[config.mk]
export PLATFORM = sky130hd
export DESIGN_NAME = auto_baud_detector
export DESIGN_NICKNAME = d
export VERILOG_FILES = /design/src/rtl/auto_baud_detector.sv
export SDC_FILE = /design/constraint.sdc
export NUM_CORES = 1
export LEC_CHECK = 0
export ABC_AREA = 0
export CAP_MARGIN = 0
export CORE_MARGIN = 2
export CORE_UTILIZATION = 45
export CTS_CLUSTER_DIAMETER = 60
export DETAILED_ROUTE_END_ITERATION = 16
export PLACE_DENSITY = 0.64
export SLEW_MARGIN = 20
export SYNTH_ARGS = -nofsm -noshare
export SYNTH_HDL_FRONTEND = slang
export SYNTH_SLANG_ARGS = --single-unit
[constraint.sdc]
create_clock -name sys_clk -period 2.2 [get_ports sys_clk]
set_clock_uncertainty 0.1 [all_clocks]
set_input_delay 0.22 -clock sys_clk [delete_from_list [all_inputs] [get_ports sys_clk]]
set_output_delay 0.22 -clock sys_clk [all_outputs]
set_load 0.01 [all_outputs]
[src/rtl/auto_baud_detector.sv]
// Auto-baud detector: measures the first low pulse (start bit of a 0x55 sync
// character) on a synchronized rx line and classifies it into one of four
// standard rates. The result uses the baud rate generator's baud_select encoding.
module auto_baud_detector #(
    parameter int CNT_W       = 16,
    parameter int SYNC_STAGES = 2
) (
    input  logic       sys_clk,
    input  logic       reset,
    input  logic       rx,
    input  logic       enable,
    output logic [1:0] baud_select,
    output logic       locked,
    output logic       detect_err,
    output logic       busy
);

    // Inclusive pulse-length windows in sys_clk cycles (50 MHz clock)
    localparam logic [CNT_W-1:0] WIN_2400_LO  = CNT_W'(18750);
    localparam logic [CNT_W-1:0] WIN_2400_HI  = CNT_W'(22916);
    localparam logic [CNT_W-1:0] WIN_4800_LO  = CNT_W'(9375);
    localparam logic [CNT_W-1:0] WIN_4800_HI  = CNT_W'(11459);
    localparam logic [CNT_W-1:0] WIN_9600_LO  = CNT_W'(4687);
    localparam logic [CNT_W-1:0] WIN_9600_HI  = CNT_W'(5729);
    localparam logic [CNT_W-1:0] WIN_19200_LO = CNT_W'(2344);
    localparam logic [CNT_W-1:0] WIN_19200_HI = CNT_W'(2864);
    localparam logic [CNT_W-1:0] CNT_MAX      = '1;

    localparam logic [2:0] S_IDLE    = 3'd0;
    localparam logic [2:0] S_ARMED   = 3'd1;
    localparam logic [2:0] S_MEASURE = 3'd2;
    localparam logic [2:0] S_CHECK   = 3'd3;
    localparam logic [2:0] S_LOCKED  = 3'd4;

    logic [SYNC_STAGES-1:0] sync_q;
    logic                   rx_s;
    logic [2:0]             state;
    logic [CNT_W-1:0]       cnt;
    logic                   win_hit;
    logic [1:0]             win_sel;

    // rx synchronizer; flops preset to the idle-high level
    always_ff @(posedge sys_clk) begin
        if (reset) begin
            sync_q <= '1;
        end else begin
            sync_q[0] <= rx;
            for (int i = 1; i < SYNC_STAGES; i++) begin
                sync_q[i] <= sync_q[i-1];
            end
        end
    end

    assign rx_s = sync_q[SYNC_STAGES-1];

    // Classify the held pulse length against the rate windows
    always_comb begin
        win_hit = 1'b0;
        win_sel = 2'b00;
        if (cnt >= WIN_2400_LO && cnt <= WIN_2400_HI) begin
            win_hit = 1'b1;
            win_sel = 2'b00;
        end else if (cnt >= WIN_4800_LO && cnt <= WIN_4800_HI) begin
            win_hit = 1'b1;
            win_sel = 2'b01;
        end else if (cnt >= WIN_9600_LO && cnt <= WIN_9600_HI) begin
            win_hit = 1'b1;
            win_sel = 2'b10;
        end else if (cnt >= WIN_19200_LO && cnt <= WIN_19200_HI) begin
            win_hit = 1'b1;
            win_sel = 2'b11;
        end
    end

    // Detector FSM with pulse counter; enable=0 overrides every transition
    always_ff @(posedge sys_clk) begin
        if (reset) begin
            state       <= S_IDLE;
            cnt         <= '0;
            baud_select <= 2'b00;
            locked      <= 1'b0;
            detect_err  <= 1'b0;
        end else begin
            detect_err <= 1'b0;
            if (!enable) begin
                // Drop any measurement silently; keep the last detected rate
                state  <= S_IDLE;
                locked <= 1'b0;
            end else begin
                case (state)
                    S_IDLE: begin
                        if (rx_s) state <= S_ARMED;
                    end
                    S_ARMED: begin
                        if (!rx_s) begin
                            cnt   <= CNT_W'(1);
                            state <= S_MEASURE;
                        end
                    end
                    S_MEASURE: begin
                        if (!rx_s) begin
                            if (cnt != CNT_MAX) cnt <= cnt + CNT_W'(1);
                        end else begin
                            state <= S_CHECK;
                        end
                    end
                    S_CHECK: begin
                        if (win_hit) begin
                            baud_select <= win_sel;
                            locked      <= 1'b1;
                            state       <= S_LOCKED;
                        end else begin
                            detect_err <= 1'b1;
                            state      <= S_IDLE;
                        end
                    end
                    S_LOCKED: begin
                        // Rate is held until enable drops or reset
                    end
                    default: begin
                        state <= S_IDLE;
                    end
                endcase
            end
        end
    end

    assign busy = (state == S_MEASURE) || (state == S_CHECK);

endmodule

# After elaboration in Yosys (flattened, before gate mapping)
# Cells that the tools add are included.
dict set report word_totals {
  elab_cells 59
  reg_bits 25
  in_bits 4
  out_inout_bits 5
}
dict set report op_classes {
  muxes 18
  n_addsub 1
  n_lt_le_gt_ge 8
  eq_ne 10
  bitwise 3
  n_reduce_logical 13
}
# op n
set op_table {}
lappend op_table {{$mux 16} 3}
lappend op_table {{$pmux 16 s2} 1}
lappend op_table {{$add 16x1->16 const B} 1}
lappend op_table {{$ge 16x12->1 const B} 1}
lappend op_table {{$ge 16x13->1 const B} 1}
lappend op_table {{$ge 16x14->1 const B} 1}
lappend op_table {{$ge 16x15->1 const B} 1}
lappend op_table {{$le 16x12->1 const B} 1}
lappend op_table {{$le 16x13->1 const B} 1}
lappend op_table {{$le 16x14->1 const B} 1}
lappend op_table {{$le 16x15->1 const B} 1}
lappend op_table {{$ne 16x16->1 const B} 1}
lappend op_table {{$pmux 3 s5} 1}
lappend op_table {{$mux 3} 4}
lappend op_table {{$ne 2x2->1 const B} 5}
lappend op_table {{$mux 2} 4}
lappend op_table {{$eq 3x2->1 const B} 2}
lappend op_table {{$mux 1} 5}
lappend op_table {{$reduce_and 5->1} 1}
lappend op_table {{$logic_and 1x1->1} 4}
lappend op_table {{$reduce_and 4->1} 1}
lappend op_table {{$eq 3x1->1 const B} 1}
lappend op_table {{$eq 3x3->1 const B} 1}
lappend op_table {{$logic_not 3->1} 1}
lappend op_table {{other kinds (7)} 9}

# Logic depth before layout (Yosys ltp)
# Gate-level depths: netlist of the first run.
dict set report logic_depth {
  depth_word 8
  ltp_mapped 8
  ltp_nobuf 8
}

# Worst setup path before layout of the first run
# Ideal clock, no wire load.
dict set report synth_timing {
  path_kind {register to register}
  from {register cnt[0]}
  to {register locked}
  n_path_buf 0
  period_less_slack_ps 2061
  t_arrival_ps 1843
  path_slack_ps 139
  setup_time_ps 118
  required_time_ps 1982
  stages_incl_launch_ff 8
  path_cell_list {dfxtp_1 ha_1 and3_1 o31a_1 o211a_1 o32ai_2 nand3b_1 o2bb2ai_1}
}
dict set report synth_between {
  elab_chain_len 7
  word_cells_on_any_way 17
  classes_between {8 x order compare; 4 x mux; 5 x reduce/logical}
}
# element line_no
set synth_lines {}
lappend synth_lines {{start, declared} 38} ;# logic [CNT_W-1:0] cnt;
lappend synth_lines {{start signal, assigned} 102} ;# if (cnt != CNT_MAX) cnt <= cnt + CNT_W'(1);
lappend synth_lines {{$ge 16x12->1 / $le 16x12->1 (equally long branches)} 69} ;# end else if (cnt >= WIN_19200_LO && cnt <= WIN_19200_HI) begin
lappend synth_lines {{$logic_and 1x1->1} 69}
lappend synth_lines {{$mux 1} 69}
lappend synth_lines {{$mux 1} 66} ;# end else if (cnt >= WIN_9600_LO && cnt <= WIN_9600_HI) begin
lappend synth_lines {{$mux 1} 63} ;# end else if (cnt >= WIN_4800_LO && cnt <= WIN_4800_HI) begin
lappend synth_lines {{$mux 1 (*)} 60} ;# if (cnt >= WIN_2400_LO && cnt <= WIN_2400_HI) begin
lappend synth_lines {{$reduce_and 2->1 (no source line) (*)} n/a}
lappend synth_lines {{end signal, assigned} 81} ;# locked <= 1'b0;
lappend synth_lines {{end signal, assigned} 88} ;# locked <= 1'b0;
lappend synth_lines {{end signal, assigned} 110} ;# locked <= 1'b1;
lappend synth_lines {{end, declared} 13} ;# output logic locked,
# Every way passes the cells marked *; elsewhere a longest branch is shown, timed or not.
# A chain may end at the register's enable or synchronous reset.

# Final worst setup path of the first run
dict set report layout_timing {
  from {register cnt[0]}
  to {register baud_select[1]}
}
dict set report layout_between {
  elab_chain_len 7
  word_cells_on_any_way 21
  classes_between {8 x order compare; 8 x mux; 5 x reduce/logical}
}
# element line_no
set layout_lines {}
lappend layout_lines {{$ge 16x12->1 / $le 16x12->1 (equally long branches)} 69}
lappend layout_lines {{$logic_and 1x1->1} 69}
lappend layout_lines {{$mux 1} 69}
lappend layout_lines {{$mux 1} 66}
lappend layout_lines {{$mux 1} 63}
lappend layout_lines {{$mux 1} 60}
lappend layout_lines {{$reduce_and 3->1 (no source line)} n/a}
lappend layout_lines {{end signal, assigned} 109} ;# baud_select <= win_sel;
lappend layout_lines {{end, declared} 12} ;# output logic [1:0] baud_select,
# Parallel ways exist; a longest one is shown, timed or not.

==> results of run 1 <==
==> cell usage in the layout, fill, tap and decap left out, types with 4 or more instances in the layout <==
cell type,count
nor3_1,5
xnor2_1,8
xor2_1,6
nor3b_1,4
clkdlybuf4s50_1,8
dfxtp_1,20
nand2_1,18
o21ai_0,4
inv_1,4
nand3_1,8
nor2_1,36
a21oi_1,5
buf_4,22
nand4_1,5
==> cell type report <==
| type | count | area, um2 | area share |
|---|---|---|---|
| Tap cell | 46 | 57.6 | 0.0294 |
| Clock buffer | 3 | 22.5 | 0.0115 |
| Timing Repair Buffer | 30 | 245 | 0.125 |
| Inverter | 7 | 31.3 | 0.0160 |
| Sequential cell | 25 | 512 | 0.262 |
| Clock inverter | 1 | 7.51 | 0.00384 |
| Multi-Input combinational cell | 157 | 1080 | 0.552 |
==> cells by family after synthesis <==
kind of cell    count (synthesis)  synth area share
compound gates                 41             0.216
fa+ha+maj                       5            0.0389
buf+inv                        19            0.0552
simple gates                   97             0.303
flops                          25             0.311
xor+xnor                       14            0.0763
==> how the worst min path moves through the flow <==
stage | endpoint | slack [ps] | cells past startpoint
4_1_cts | sync_q[1] | 330 | 1
6_report | sync_q[1] | 330 | 1
5_1_grt | sync_q[0] | 350 | 2
2_1_floorplan | baud_select[0] | 180 | 1
3_5_place_dp | sync_q[1] | 290 | 1
3_3_place_gp | sync_q[1] | 290 | 1
==> registers in the layout (all words and copies together) (netlist names) <==
name and flops:
sync_q 2, state 3, locked 1, detect_err 1
cnt 16, baud_select 2
==> power breakdown <==
part	switching, mW	internal, mW	total [mW]	leakage [nW]
sequential	0.00320	0.454	0.457	0.205
combinational	0.0147	0.0137	0.0284	0.472
clock	0.154	0.0694	0.224	0.0139
==> per-layer routing <==
layer / up-vias / wire (um) / GRT usage
li1: 761 / - / -
met1: 665 / 1830 / 0.282
met2: 35 / 1780 / 0.320
met3: 4 / 172 / 0.0370
met4: 0 / 33 / 0.0543
met5: - / 0 / 0
==> through the flow <==
step / cells / hold WS [ps] / instance area (um2)
after global routing: 269 / 349 / 1950
final: 269 / 327 / 1950
after global placement: 261 / 291 / 1820
after detailed placement: 261 / 294 / 1820
after CTS: 267 / 330 / 1890
after floorplan: 201 / 185 / 1610
==> repair_timing <==
item	4_1_cts	5_1_grt
buffers inserted	2	2
pin swaps	4	9
resized for setup	8	12
endpoints found under the setup margin	3	6
==> results_dict.tcl, run 1 <==
set metrics [dict create \
    status "complete, no violations" \
    setup_tns_ps 0 \
    ys_types 55 \
    ys.warnings.count 0 \
    synth_edf_count 0 \
    firstDrtPassIters 4 \
    reg2reg_depth 7 \
    clk_latency_ps 320 \
    crit_cells 7 \
    clock.fmax_mhz 463 \
    crit_type "register to register" \
    setup_ws_ps 39.4 \
    hold_start "sync_q[0]" \
    setup_violations 0 \
    grt_pass1_vias 1429 \
    synthTopCellsByArea "dfxtp_1, nor2_1, xnor2_1, nand2_1, ha_1" \
    synth_commonest_cells "nor2_1, dfxtp_1, nand2_1" \
    path_max_fanout 4 \
    power-per-cell-area_nw_per_um2 363 \
    worstMarginPinSlew_ps 486 \
    period_minus_slack_ps 2160 \
    area_delta_synth_final_pct 21.6 \
    gr-usage-all-layers 0.202 \
    globalplace.congestion 0.858 \
    finalCritPeriodShare 0.982 \
    tritoncts "yes" \
    drtIter0Drc 90 \
    pre_cts_slack_ps -163 \
    slew_headroom 0.667 \
    antenna_cells 0 \
    syn_avg_cell_area_um2 8.00 \
    drive_gt1_frac 0.229 \
    yosys.area.top_type "dfxtp_1" \
    ys_ff_latch 25 \
    drc_errors 0 \
    postSynthCellCount 201 \
    post-route-util 0.577 \
    grt.overflow.total 0 \
    syn_nets 210 \
    die_h_um 63.8 \
    synth_most_common_cell "nor2_1" \
    maxCapViolations 0 \
    path_cells "inv_4 > ha_4 > or4b_1 > a31o_1 > a211oi_2 > o32ai_4 > a2111oi_4" \
    startpoint "cnt[0]" \
    slowest_delay_ps 430 \
    p_total_mw 0.709 \
    portBuffers 8 \
    antenna_left 0 \
    cts.root.buffer_cell "clkbuf_4" \
    synth_top_cell_area_share 0.311 \
    core-area_um2 3390 \
    path_clk_slew_ps 150 \
    irDropWorstVdd_v 0.000265 \
    ys.flop_type "dfxtp_1" \
    start_util 0.474 \
    p_leak_nw 0.691 \
    syn_area_um2 1610 \
    hp-class "register to register" \
    r2r-start "cnt[0]" \
    rrSetupSlack_ps 40 \
    worstSetupEndpointType "register" \
    antenna_found_initial 0 \
    num_vias 1465 \
    crit_path_top_delay_cell "or4b_1" \
    rsz0062_at_grt "true" \
    grt_pass1_wl_um 6640 \
    arrival_ps 2300 \
    critical-path-top-delay-family "compound AO/OA/AOI/OAI gates" \
    die_x_um 63.8 \
    routedWlPerCell_um 14.2 \
    finalHoldViolations 0 \
    nets 233 \
    ios 9 \
    clk_path_buf_depth 2 \
    viasPerCell 5.45 \
    hpwl_um 2810 \
    h-tree-depth 1 \
    drv_slew 0 \
    wl_um 3820 \
    endpoint "baud_select[1]" \
    cts_sinks 25 \
    core.rowCount 21 \
    rr_endpoint "baud_select[1]" \
    num-fill-cells 296 \
    numCtsBuffers 3 \
    postCtsHoldBufs 0 \
    grt_max_degree 16 \
    required_ps 2340 \
    worst-path-buf-inv 1 \
    synthArstFlopShare 0 \
    startpoint_type "register" \
    dieArea_um2 4070 \
    yosysSeqAreaShare 0.311 \
]
Power figures use the tool's default switching activity.
==> run 2, diff against run 1 <==
--- a/config.mk
+++ b/config.mk
@@ -9,7 +9,7 @@
 export CAP_MARGIN = 0
 export CORE_MARGIN = 2
 export CORE_UTILIZATION = 45
-export CTS_CLUSTER_DIAMETER = 60
+export CTS_CLUSTER_DIAMETER = 30
 export DETAILED_ROUTE_END_ITERATION = 16
 export PLACE_DENSITY = 0.64
 export SLEW_MARGIN = 20
==> results of run 2 <==
Final layout, timing and power as in run 1 (identical DEF).
